$ cat src/rtl/icg_ctrl_multi.sv
// Multi-channel clock-gating controller: per-channel open/hold state machine,
// glitch-free latch-based gates and saturating activity counters.
module icg_ctrl_multi #(
  parameter int N_CH       = 4,
  parameter int HOLD       = 3,
  parameter int IDLE_LEVEL = 0,
  parameter int CNT_W      = 16
) (
  input  logic                  clk_in,
  input  logic                  rst_n,
  input  logic [N_CH-1:0]       en,
  input  logic                  test_en,
  input  logic                  cnt_clr,
  output logic [N_CH-1:0]       clk_gated,
  output logic [N_CH-1:0]       gate_open,
  output logic [N_CH*CNT_W-1:0] act_cnt
);

  localparam int IDLE_W = 8;
  // Idle value at which the next de-asserted sample closes the channel.
  localparam logic [IDLE_W-1:0] CLOSE_AT = (HOLD == 0) ? IDLE_W'(0) : IDLE_W'(HOLD - 1);

  logic [N_CH-1:0]   r_open;
  logic [IDLE_W-1:0] r_idle [N_CH];
  logic [N_CH-1:0]   r_latch;
  logic [CNT_W-1:0]  r_cnt  [N_CH];
  logic [N_CH-1:0]   w_gate_en;
  logic              w_scan_bypass;

  // NOTE: sequential state uses non-blocking assignments so every register
  // samples pre-edge values regardless of process evaluation order.
  always_ff @(posedge clk_in or negedge rst_n) begin
    if (!rst_n) begin
      r_open <= '0;
      for (int i = 0; i < N_CH; i++) r_idle[i] <= '0;
    end else begin
      for (int i = 0; i < N_CH; i++) begin
        if (en[i]) begin
          r_idle[i] <= '0;
          r_open[i] <= 1'b1;
        end else if (r_open[i]) begin
          if (r_idle[i] == CLOSE_AT) begin
            r_open[i] <= 1'b0;
            r_idle[i] <= '0;
          end else begin
            r_idle[i] <= r_idle[i] + 1'b1;
          end
        end
      end
    end
  end

  always_ff @(posedge clk_in or negedge rst_n) begin
    if (!rst_n) begin
      for (int i = 0; i < N_CH; i++) r_cnt[i] <= '0;
    end else begin
      for (int i = 0; i < N_CH; i++) begin
        if (cnt_clr) begin
          r_cnt[i] <= '0;
        end else if (r_latch[i] && (r_cnt[i] != {CNT_W{1'b1}})) begin
          r_cnt[i] <= r_cnt[i] + 1'b1;
        end
      end
    end
  end

  assign w_gate_en     = r_open | {N_CH{test_en}};
  // Scan mode must still see a free-running clock while the latches are held in reset.
  assign w_scan_bypass = test_en & ~rst_n;

  generate
    if (IDLE_LEVEL == 0) begin : g_and
      // NOTE: these are intentional level-sensitive latches; the enable may only
      // change while the gated clock is forced idle, so no pulse is ever cut short.
      always_latch begin
        if (!rst_n) begin
          r_latch <= '0;
        end else if (!clk_in) begin
          r_latch <= w_gate_en;
        end
      end
      assign clk_gated = {N_CH{clk_in}} & (r_latch | {N_CH{w_scan_bypass}});
    end else begin : g_or
      always_latch begin
        if (!rst_n) begin
          r_latch <= '0;
        end else if (clk_in) begin
          r_latch <= w_gate_en;
        end
      end
      assign clk_gated = {N_CH{clk_in}} | ~(r_latch | {N_CH{w_scan_bypass}});
    end
  endgenerate

  assign gate_open = r_open;

  for (genvar g = 0; g < N_CH; g++) begin : g_pack
    assign act_cnt[g*CNT_W +: CNT_W] = r_cnt[g];
  end

endmodule
$ cat config.mk
export PLATFORM = sky130hd
export DESIGN_NAME = icg_ctrl_multi
export DESIGN_NICKNAME = d
export VERILOG_FILES = /design/src/rtl/icg_ctrl_multi.sv
export SDC_FILE = /design/constraint.sdc
export NUM_CORES = 1
export LEC_CHECK = 0
export CAP_MARGIN = 20
export CORE_MARGIN = 1.5
export CORE_UTILIZATION = 40
export CTS_BUF_LIST = sky130_fd_sc_hd__clkbuf_8
export DETAILED_ROUTE_END_ITERATION = 10
export DONT_BUFFER_PORTS = 1
export GPL_TIMING_DRIVEN = 0
export PLACE_DENSITY_LB_ADDON = 0.05
export SETUP_SLACK_MARGIN = 0.05
export SYNTH_ARGS = -nofsm -noshare
export SYNTH_HDL_FRONTEND = slang
export SYNTH_SLANG_ARGS = --single-unit
$ cat constraint.sdc
create_clock -name clk_in -period 2.6 [get_ports clk_in]
set_input_delay 0.39 -clock clk_in [delete_from_list [all_inputs] [get_ports clk_in]]
set_output_delay 0.39 -clock clk_in [all_outputs]
set_load 0.01 [all_outputs]
# Yosys cells after proc, flatten, opt, wreduce, memory -nomap -nowiden
# Cells that the tools add are included.
# word_totals
register_bits	100
latch_bits	4
ramBits	0
rom_bits	0
inputBits	8
output_inout_bits	72
elab_cells	82
memories	0
# classes
n_addsub	8
mul	0
div_mod_pow	0
n_lt_le_gt_ge	0
eq_ne	8
shifts	0
n_mux	36
bitwise	5
n_reduce_logical	12
# ops
cell	count
16-bit 2-to-1 mux	8
8-bit 2-to-1 mux	12
16-bit by 1-bit adder with 16-bit output (second input constant)	4
16-bit inequality test (second input constant)	4
8-bit by 1-bit adder with 8-bit output (second input constant)	4
8-bit by 2-bit == test with 1-bit output (second input constant)	4
4-bit 2-to-1 mux	4
2-bit nonzero test	8
1-bit 2-to-1 mux	12
4-bit bitwise OR	2
4-bit AND	1
1-bit logical AND	4
1-bit AND	1
1-bit NOT	1

# Depth between registers and ports, before layout
# depth
depth_word	4
mapped_depth	6
ltp_nobuf	6

==> metrics <==
# DRC 0; Hold Buf Count CTS 7; Post-DP HPWL around 9500 um; antenna viol nets, final 0; Setup WS pre-CTS -0.740 ns; failing checks hold timing, setup timing; normalized max-slew margin 0.383; row cnt 43; crit path launch type latch; Clock Latency Late Sink 0.56 ns; wire per inst between 15 and 20 um; Hold WS -1.07 ns; endpoint type of the worst setup path register; clk_skew around 0.09 ns; Worst Path Max Fanout 5; core box area around 0.014 mm2; WP data arrival 3.54 ns; Synth cell types 57; fin worst setup slack -0.572 ns; clock-pin slew on the worst setup and hold paths 0.09 ns; yosys warns 0; Die Area roughly 0.015 mm2; EDFF count, synth 0; I/O pin count 80; crit path kind latch2reg; Slowest Stage Delay on Critical Path 0.44 ns; commonest non-fill, non-tap cell in the layout dfrtp_1; RSZ-0062 raised after global routing yes; GPL Wtd Cong around 0.80; Worst Hold Class in2gate; total track usage 0.210; syn_area_per_cell between 9 and 10 um2; Synth Instances a little under 600; Die Y about 120 um; global-route wire length before repair between 20000 and 25000 um; Worst VDD drop roughly 660 uV; gr ovfl total 0; Vias roughly 5000; ys async rst share 0.962; post-DR vias/cell a little under 6; Synth Flop Type dfrtp_1; final setup violation count 57; CP Cell Sequence and3_4 -> or3b_4 -> nor4bb_4 -> mux2_4; Req. time, crit path around 3 ns; final core utilization 0.524; initial antenna violation count 0; Crit-path slowest cell or3b_4; Initial Utilization 0.407; mapped cell area between 0.005 and 0.006 mm2; n_diodes 0; Pleak 0.00289 uW; DRT Wirelength 15200 um; Yosys top cell by area dfrtp_1; CTS tree yes; maxcap violations 0; drt first pass iters 4; outcome complete, but fails checks; Initial DRC Count 249; FF-to-FF setup slack -0.57 ns; largest net degree at the start of global routing approximately 110; nets around 680; Yosys reg bits ~100; Final Hold Viols 101; die width 121 um; top cell type's share of synthesized area 0.447; vias in the first global route approximately 4700; synth top area cells dfrtp_1, a21oi_1, o21ai_0; commonest non-fill, non-tap cells in the layout dfrtp_1, nor2_1, nand2_1; layout cell share with drive strength beyond 1 0.270; Slew Limit Fails 0; Syn Nets about 620; Area Overhead vs Synth 28.8%; Buffers on Ports 0; cell area power density 559 mW/mm2; Worst Tran Pin Value about 0.92 ns
repair_timing:
action	CTS	global route
buffers inserted	18	13
resized for setup	53	92
hold endpoints to repair	108	101
gates cloned	1	0
setup endpoints to repair	62	65
pin swaps	34	24
power by group:
| group | total, uW | internal, uW | leakage, uW | switching (uW) |
|---|---|---|---|---|
| sequential | 1870 | 1690 | 0.00140 | 182 |
| clock | 1530 | 823 | 0.000211 | 710 |
| combinational | 628 | 293 | 0.00129 | 335 |
cells by family after synthesis:
group / count (synthesis) / synth area share
multiplexers: 19 / 0.0364
XOR/XNOR: 14 / 0.0219
AO/OA/AOI/OAI: 149 / 0.172
AND/OR/NAND/NOR: 260 / 0.259
buffers and inverters: 39 / 0.0266
latches: 4 / 0.0107
flip-flops: 100 / 0.447
adder cells (fa/ha/maj): 12 / 0.0268
cell type report:
| cell class | count | area, um2 |
|---|---|---|
| clock buffer | 23 | 317 |
| tap | 180 | 225 |
| timing repair buffer | 38 | 383 |
| sequential | 104 | 2560 |
| fill | 1252 | 6560 |
| multi-input combinational | 454 | 3510 |
| clock inverter | 6 | 45.0 |
| inverter | 24 | 97.6 |
| buffer | 14 | 78.8 |
path summary, 6_finish.rpt:
path,start,end,depth (start not counted)
min,rst_n,clock gate,0
max in group asynchronous,rst_n,act_cnt[51]$_DFFE_PN0P_,0
min in group clk_in,en[2],gate_open[2]$_DFF_PN0_,2
max,r_latch[3]$_DLATCH_P_,act_cnt[63]$_DFFE_PN0P_,4
min in group asynchronous,rst_n,act_cnt[22]$_DFFE_PN0P_,0
max reg2reg,r_latch[3]$_DLATCH_P_,act_cnt[63]$_DFFE_PN0P_,4
max in group gated,rst_n,clock gate,0
min reg2reg,r_idle[26]$_DFFE_PN0P_,r_idle[26]$_DFFE_PN0P_,1
per-stage QoR:
| stage | power (uW) | setup TNS (ns) | cells | cell area (um2) |
|---|---|---|---|---|
| floorplan | 2310 | -3.15 | 597 | 5690 |
| global placement | 2440 | -10.04 | 777 | 5910 |
| detailed placement | 2460 | -10.59 | 778 | 5920 |
| CTS | 4010 | -12.81 | 831 | 6730 |
| global route | 4270 | -17.50 | 843 | 7220 |
| finish | 4040 | -13.69 | 843 | 7220 |
synthesized netlist by cell type, types with 6 or more instances:
master / instances
nand3_1: 27
nand4_1: 22
nor3_1: 16
a31oi_1: 7
mux2i_1: 8
a211oi_1: 8
clkbuf_1: 12
nand2_1: 43
and3_1: 15
nor2b_1: 15
nor4b_1: 6
o21ai_0: 34
a22o_1: 8
inv_1: 24
mux2_2: 11
xnor2_1: 9
o31ai_1: 15
and4_1: 8
o21a_1: 9
nand2b_1: 8
a21oi_1: 41
nor4_1: 6
or3_1: 16
nor2_1: 44
dfrtp_1: 100
or4_1: 16
ha_1: 12
layer usage:
layer	global-route usage	up-vias	wire (um)	share of wire
li1	-	2359	-	-
met1	0.265	2503	6820	0.45
met2	0.326	131	7270	0.48
met3	0.0700	16	869	0.057
met4	0.0963	0	250	0.016
met5	0	-	0	0
flip-flops by register name, indices dropped and copies added, names as in the netlist:
signal and cells:
act_cnt 64, r_idle 32, gate_open 4, r_latch 4
worst max-delay path: cells and delay by family (launching register included):
family	cells	cell delay [ns]
simple gates	3	0.97
mux	1	0.32
latches	1	0.40
Power figures use the tool's default switching activity.
